<file path="src/rtl/alu_wide_seq_if.sv">
// Bundle of request, result and ALU-slice signals for the wide ALU sequencer.
// The slave modport is the sequencer; the master side is requester, consumer and ALU slice.
interface alu_wide_seq_if #(
    parameter int unsigned WORDS = 4
);
    logic                   req_valid;
    logic                   req_ready;
    logic [3:0]             req_s;
    logic                   req_m;
    logic                   req_cin;
    logic [WORDS*16-1:0]    req_a;
    logic [WORDS*16-1:0]    req_b;

    logic [15:0]            alu_a;
    logic [15:0]            alu_b;
    logic [3:0]             alu_s;
    logic                   alu_m;
    logic                   alu_cn;
    logic [15:0]            alu_f;
    logic                   alu_cn16;

    logic                   res_valid;
    logic                   res_ready;
    logic [WORDS*16-1:0]    res;
    logic                   res_cout;
    logic                   res_zero;

    modport slave (
        input  req_valid, req_s, req_m, req_cin, req_a, req_b,
        output req_ready,
        output alu_a, alu_b, alu_s, alu_m, alu_cn,
        input  alu_f, alu_cn16,
        output res_valid, res, res_cout, res_zero,
        input  res_ready
    );

    modport master (
        output req_valid, req_s, req_m, req_cin, req_a, req_b,
        input  req_ready,
        input  alu_a, alu_b, alu_s, alu_m, alu_cn,
        output alu_f, alu_cn16,
        input  res_valid, res, res_cout, res_zero,
        output res_ready
    );
endinterface

</file>
<file path="src/rtl/alu_wide_seq.sv">
// Runs a 16-bit 74181/74182 ALU slice over WORDS words LSB-first, chaining the
// active-low carry through a register, to build a WORDS*16-bit operation.
module alu_wide_seq #(
    parameter int unsigned WORDS = 4,
    parameter int unsigned IDXW  = 4
) (
    input  logic          clk,
    input  logic          rst,
    alu_wide_seq_if.slave bus
);
    localparam int unsigned W = WORDS * 16;

    typedef enum logic [1:0] {IDLE, RUN, DONE} state_t;

    state_t            state, state_next;
    logic [IDXW-1:0]   idx;
    logic [W-1:0]      op_a, op_b;
    logic [3:0]        op_s;
    logic              op_m;
    logic              carry;
    logic [W-1:0]      res_r, res_upd;
    logic              res_cout_r, res_zero_r;
    logic              last;

    assign last = (idx == IDXW'(WORDS - 1));

    always_ff @(posedge clk) begin
        if (rst) state <= IDLE;
        else     state <= state_next;
    end

    always_comb begin
        state_next    = state;
        bus.req_ready = 1'b0;
        bus.res_valid = 1'b0;
        bus.alu_a     = '0;
        bus.alu_b     = '0;
        bus.alu_s     = '0;
        bus.alu_m     = 1'b1;
        bus.alu_cn    = 1'b1;
        case (state)
            IDLE: begin
                bus.req_ready = 1'b1;
                if (bus.req_valid) state_next = RUN;
            end
            RUN: begin
                bus.alu_a  = op_a[idx*16 +: 16];
                bus.alu_b  = op_b[idx*16 +: 16];
                bus.alu_s  = op_s;
                bus.alu_m  = op_m;
                bus.alu_cn = carry;
                if (last) state_next = DONE;
            end
            DONE: begin
                bus.res_valid = 1'b1;
                if (bus.res_ready) state_next = IDLE;
            end
            default: state_next = IDLE;
        endcase
    end

    // Result with the current word merged in, so the zero flag sees the final value.
    always_comb begin
        res_upd                = res_r;
        res_upd[idx*16 +: 16]  = bus.alu_f;
    end

    always_ff @(posedge clk) begin
        if (rst) begin
            idx        <= '0;
            op_a       <= '0;
            op_b       <= '0;
            op_s       <= '0;
            op_m       <= 1'b0;
            carry      <= 1'b1;
            res_r      <= '0;
            res_cout_r <= 1'b0;
            res_zero_r <= 1'b0;
        end else begin
            case (state)
                IDLE: begin
                    if (bus.req_valid) begin
                        op_a       <= bus.req_a;
                        op_b       <= bus.req_b;
                        op_s       <= bus.req_s;
                        op_m       <= bus.req_m;
                        carry      <= bus.req_m | ~bus.req_cin;
                        idx        <= '0;
                        res_r      <= '0;
                        res_cout_r <= 1'b0;
                        res_zero_r <= 1'b0;
                    end
                end
                RUN: begin
                    res_r <= res_upd;
                    carry <= bus.alu_cn16;
                    idx   <= idx + 1'b1;
                    if (last) begin
                        res_cout_r <= ~op_m & ~bus.alu_cn16;
                        res_zero_r <= (res_upd == '0);
                    end
                end
                default: ;
            endcase
        end
    end

    assign bus.res      = res_r;
    assign bus.res_cout = res_cout_r;
    assign bus.res_zero = res_zero_r;
endmodule
</file>
<file path="src/flat_wrapper.sv">
// flat-port wrapper written by rule: the top's interface ports become plain ports
module alu_wide_seq_flat 
#(
    parameter int unsigned WORDS = 4,
    parameter int unsigned IDXW  = 4
)
  (clk, rst, bus_req_valid, bus_req_s, bus_req_m, bus_req_cin, bus_req_a, bus_req_b, bus_req_ready, bus_alu_a, bus_alu_b, bus_alu_s, bus_alu_m, bus_alu_cn, bus_alu_f, bus_alu_cn16, bus_res_valid, bus_res, bus_res_cout, bus_res_zero, bus_res_ready);
  alu_wide_seq_if #(.WORDS(WORDS)) bus_i ();
  input  logic clk;
  input  logic rst;
  input wire logic [$bits(bus_i.req_valid)-1:0] bus_req_valid;
  input wire logic [$bits(bus_i.req_s)-1:0] bus_req_s;
  input wire logic [$bits(bus_i.req_m)-1:0] bus_req_m;
  input wire logic [$bits(bus_i.req_cin)-1:0] bus_req_cin;
  input wire logic [$bits(bus_i.req_a)-1:0] bus_req_a;
  input wire logic [$bits(bus_i.req_b)-1:0] bus_req_b;
  output wire logic [$bits(bus_i.req_ready)-1:0] bus_req_ready;
  output wire logic [$bits(bus_i.alu_a)-1:0] bus_alu_a;
  output wire logic [$bits(bus_i.alu_b)-1:0] bus_alu_b;
  output wire logic [$bits(bus_i.alu_s)-1:0] bus_alu_s;
  output wire logic [$bits(bus_i.alu_m)-1:0] bus_alu_m;
  output wire logic [$bits(bus_i.alu_cn)-1:0] bus_alu_cn;
  input wire logic [$bits(bus_i.alu_f)-1:0] bus_alu_f;
  input wire logic [$bits(bus_i.alu_cn16)-1:0] bus_alu_cn16;
  output wire logic [$bits(bus_i.res_valid)-1:0] bus_res_valid;
  output wire logic [$bits(bus_i.res)-1:0] bus_res;
  output wire logic [$bits(bus_i.res_cout)-1:0] bus_res_cout;
  output wire logic [$bits(bus_i.res_zero)-1:0] bus_res_zero;
  input wire logic [$bits(bus_i.res_ready)-1:0] bus_res_ready;
  assign bus_i.req_valid = bus_req_valid;
  assign bus_i.req_s = bus_req_s;
  assign bus_i.req_m = bus_req_m;
  assign bus_i.req_cin = bus_req_cin;
  assign bus_i.req_a = bus_req_a;
  assign bus_i.req_b = bus_req_b;
  assign bus_req_ready = bus_i.req_ready;
  assign bus_alu_a = bus_i.alu_a;
  assign bus_alu_b = bus_i.alu_b;
  assign bus_alu_s = bus_i.alu_s;
  assign bus_alu_m = bus_i.alu_m;
  assign bus_alu_cn = bus_i.alu_cn;
  assign bus_i.alu_f = bus_alu_f;
  assign bus_i.alu_cn16 = bus_alu_cn16;
  assign bus_res_valid = bus_i.res_valid;
  assign bus_res = bus_i.res;
  assign bus_res_cout = bus_i.res_cout;
  assign bus_res_zero = bus_i.res_zero;
  assign bus_i.res_ready = bus_res_ready;
  alu_wide_seq #(.WORDS(WORDS), .IDXW(IDXW)) u_core (.clk(clk), .rst(rst), .bus(bus_i));
endmodule
</file>
<file path="config.mk">
export PLATFORM = sky130hd
export DESIGN_NAME = alu_wide_seq_flat
export DESIGN_NICKNAME = d
export VERILOG_FILES = /design/src/rtl/alu_wide_seq_if.sv /design/src/rtl/alu_wide_seq.sv /design/src/flat_wrapper.sv
export SDC_FILE = /design/constraint.sdc
export NUM_CORES = 1
export LEC_CHECK = 0
export BUFFER_PORTS_ARGS = -buffer_cell sky130_fd_sc_hd__buf_2
export CAP_MARGIN = 10
export CORE_MARGIN = 2
export CORE_UTILIZATION = 47
export CTS_BUF_LIST = sky130_fd_sc_hd__clkbuf_4 sky130_fd_sc_hd__clkbuf_8 sky130_fd_sc_hd__clkbuf_16
export DETAILED_ROUTE_END_ITERATION = 10
export MAX_ROUTING_LAYER = met4
export PLACE_DENSITY = 0.77
export SYNTH_ARGS = -nofsm -noshare
export SYNTH_HDL_FRONTEND = slang
export SYNTH_SLANG_ARGS = --single-unit
</file>
<file path="constraint.sdc">
create_clock -name clk -period 2.6 [get_ports clk]
set_input_delay 0.13 -clock clk [delete_from_list [all_inputs] [get_ports clk]]
set_output_delay 0.13 -clock clk [all_outputs]
set_load 0.02 [all_outputs]
</file>
==> flow_summary_export.csv <==
group,metric,value,unit
flow_run,max_cap_viol_count,0,
clocking,clkLatencyLatePin,0.50,ns
synth,yosys.area_share.simple,0.2549,
detailed_routing,vias_per_cell,5.639,
cells_and_area,layout.nets,1615,
pwr,p_leak,5.377,nW
synth,ys_seq_elements,206,
cells_and_area,area_growth,42.12,%
global_routing,antenna_found_initial,1,
detailed_routing,wl_per_cell,18.41,µm
global_routing,grt_max_degree,87,
detailed_routing,vias,9604,
sta,worst_pin_slew,0.7134,ns
worst_setup_path,start_kind,"register",
hold_path,hold_start,"bus_req_valid",
hold_path,holdCritPathClass,"input pin to register",
cells_and_area,fill_cells,1446,
worst_setup_path,cp_max_fo,7,
synth,synth_xor_area_frac,0.003802,
synth,synth_top_cell_by_area,"dfxtp_1",
synth,synthArstFlopShare,0,
die,initial_core_util,0.4766,
sta,finalHoldViolCount,0,
worst_setup_path,cp.arrival,2.92,ns
clocking,cts.sinks,206,
worst_setup_path,reg2reg_setup_slack,0.12,ns
synth,seq_area_frac_synth,0.4641,
global_routing,gr-total-overflow,0,
detailed_routing,drcViolationCount,0,
global_routing,grt_usage,0.3136,
pwr,ir_drop,0.4823,mV
pwr,power,7.532,mW
die,die-area,20020,µm²
clocking,clockRootBuffer,"clkbuf_16",
sta,slew_viol_final,0,
synth,synth_common_cells,"nand2_1, dfxtp_1, a21oi_1, clkbuf_1, nand3_1",
worst_setup_path,critical_path_class,"register to register",
synth,syn_area_per_cell,8.190,µm²
synth,synthMuxAreaShare,0.08237,
worst_setup_path,crit_path_start,"u_core.idx[0]$_SDFFE_PP0P_",
placement,hpwl,17.74,mm
clocking,clkTransAtPathRegs,0.06,ns
sta,fmax,402.9,MHz
synth,synth_fp_nets,1243,
worst_setup_path,rr_endpoint,"u_core.bus.res_zero$_SDFFE_PP0P_",
worst_setup_path,cp-endpoint,"u_core.bus.res_zero$_SDFFE_PP0P_",
detailed_routing,routed_wl,31.34,mm
cells_and_area,seq_area,4126,µm²
placement,gp_congestion,0.8770,
pwr,power.density,596.4,nW/µm²
detailed_routing,ant_nets,0,
synth,synthCells,1085,
synth,synth_compound_area_frac,0.1470,
synth,synth.distinct_cells,55,
die,die_h,141.5,µm
sta,skew,0.01239,ns
detailed_routing,drtIter0Drc,879,
clocking,cts_tree,"yes",
die,die_x,141.5,µm
worst_setup_path,r2r_cells,8,
placement,dpl_cell_area,10370,µm²
synth,ys_warn_count,0,
clocking,cts_buffers,22,
sta,final.setup.tns,0,ns
synth,yosys_most_used_dff,"dfxtp_1",
die,row_count,50,
worst_setup_path,timing.rr.start,"u_core.idx[0]$_SDFFE_PP0P_",
synth,netlist.area_leader.share,0.4641,
cells_and_area,multi_input_area,4425,µm²
sta,relSlewSlack,0.5200,
global_routing,grt_pass1_vias,9500,
placement,portBuffers,260,
worst_setup_path,cp.required,3.03,ns
sta,min_period,2.482,ns
worst_setup_path,critPathCaptureType,"register",
synth,synth_edf_count,0,
cells_and_area,drive_gt1_frac,0.2561,
detailed_routing,drt_pass1_iterations,7,
clocking,htreeDepth,1,
die,core_region_area,18640,µm²
synth,synth_top_family_by_area,"simple AND/OR/NAND/NOR gates",
synth,synthTopCellsByArea,"dfxtp_1, nand2_1, a21oi_1",
clocking,cts_setup_buffers,0,
sta,finalSetupViolCount,0,
sta,timing.hold.ws,0.01367,ns
global_routing,grt_first_pass_wirelength,48.80,mm
die,ioPinCount,261,
clocking,cts.path.max_buffers,3,
cells_and_area,fin_area,12630,µm²
sta,finalCritPeriodShare,0.9547,
synth,synthAdderAreaFrac,0.004224,
status,status,"finished, final reports clean",
synth,syn_area,8886,µm²
synth,yosysMostFrequentCell,"nand2_1",
-- repair_timing --
item / in CTS / in global routing
endpoints found under the setup margin: 1 / 36
hold endpoints to repair: 177 / 1
resized for setup: 1 / 5
pin swaps: 0 / 1
hold buffers: 151 / 1
-- worst min path at each step --
| stage | endpoint | cells after the start |
|---|---|---|
| after floorplan | u_core.op_m$_SDFFE_PP0P_ | 2 |
| after global placement | u_core.carry$_SDFFE_PP1P_ | 3 |
| after detailed placement | u_core.op_s[3]$_SDFFE_PP0P_ | 3 |
| after CTS | u_core.state[0]$_SDFFE_PP0P_ | 3 |
| after global routing | u_core.state[0]$_SDFFE_PP0P_ | 3 |
| final | u_core.state[0]$_SDFFE_PP0P_ | 3 |
-- cell usage in the layout, fill, tap and decap left out, types with 2 or more instances in the layout --
cell type,netlist,routed
o21ai_0,4,4
nand2_1,315,314
o21ai_1,2,2
clkinv_2,0,2
inv_1,3,3
buf_2,12,259
and2_1,5,4
buf_6,1,3
nor2b_1,4,3
nand2b_1,4,4
or4_1,5,5
clkbuf_16,0,23
dlygate4sd3_1,0,152
mux4_2,32,32
a31oi_1,2,2
nor3_2,1,2
nor3_1,13,12
nor2_2,0,2
o41ai_1,2,2
nor2_1,36,34
buf_12,0,2
and3_1,34,34
buf_4,2,24
clkbuf_4,0,4
a22oi_1,18,18
ha_1,3,2
or2_2,2,2
nand4_1,2,2
clkbuf_8,0,6
nor4_1,10,10
a211oi_1,4,4
dfxtp_1,206,204
dfxtp_2,0,2
a21oi_1,191,191
nand3_1,70,70
-- registers in the layout, summed over array words and instances, names as in the netlist --
register             count
u_core.op_s              4
u_core.bus.res_zero      1
u_core.op_a             64
u_core.op_m              1
u_core.idx               4
u_core.carry             1
u_core.bus.res_cout      1
u_core.state             2
u_core.op_b             64
u_core.bus.res          64
-- through the flow --
step | worst slack [ns] | std cells | utilization
4_1_cts | 0.007043 | 1701 | 0.6752
5_1_grt | -0.0002296 | 1703 | 0.6774
3_3_place_gp | 0.08533 | 1515 | 0.5564
3_5_place_dp | 0.01927 | 1515 | 0.5564
2_1_floorplan | 0.01748 | 1085 | -
6_report | 0.1178 | 1703 | 0.6774
-- worst max-delay path, stage by stage (launching register included) --
cell,delay (ns)
dfxtp_2,0.33
or3_4,0.42
ha_4,0.32
or4bb_4,0.51
a2111oi_4,0.19
nor3_1,0.10
nor4_2,0.27
o2111ai_1,0.14
o21ai_1,0.14
-- final cells by class --
class,count,share of cell area
flip-flops and latches,206,0.3268
clock buffers,33,0.05449
diodes,1,0.0001982
inverters,3,0.0008917
well taps,234,0.02318
clock inverters,2,0.0007926
repair buffers,440,0.2432
multi-input cells,784,0.3504
-- routing by layer --
layer,wire (µm),global-route usage,vias up,share of wire
met3,2369,0.05130,122,0.076
met2,15350,0.5284,524,0.49
met1,12280,0.3754,4474,0.39
met5,0,-,-,0
met4,1343,0.1300,0,0.043
li1,-,-,4484,-
-- where the power goes --
| group | leakage [nW] | total, mW | switching [mW] | internal, mW |
|---|---|---|---|---|
| sequential | 1.68 | 3.37 | 0.0773 | 3.30 |
| combinational | 3.34 | 1.12 | 0.606 | 0.514 |
| clock | 0.353 | 3.04 | 1.23 | 1.81 |
| total | 5.38 | 7.53 | 1.91 | 5.62 |
-- cells by family after synthesis --
| group | after synthesis |
|---|---|
| buffers and inverters | 95 |
| AND/OR/NAND/NOR | 510 |
| XOR/XNOR | 3 |
| multiplexers | 33 |
| AO/OA/AOI/OAI | 235 |
| flip-flops | 206 |
| adder cells (fa/ha/maj) | 3 |
(Power assumes the default switching activity.)
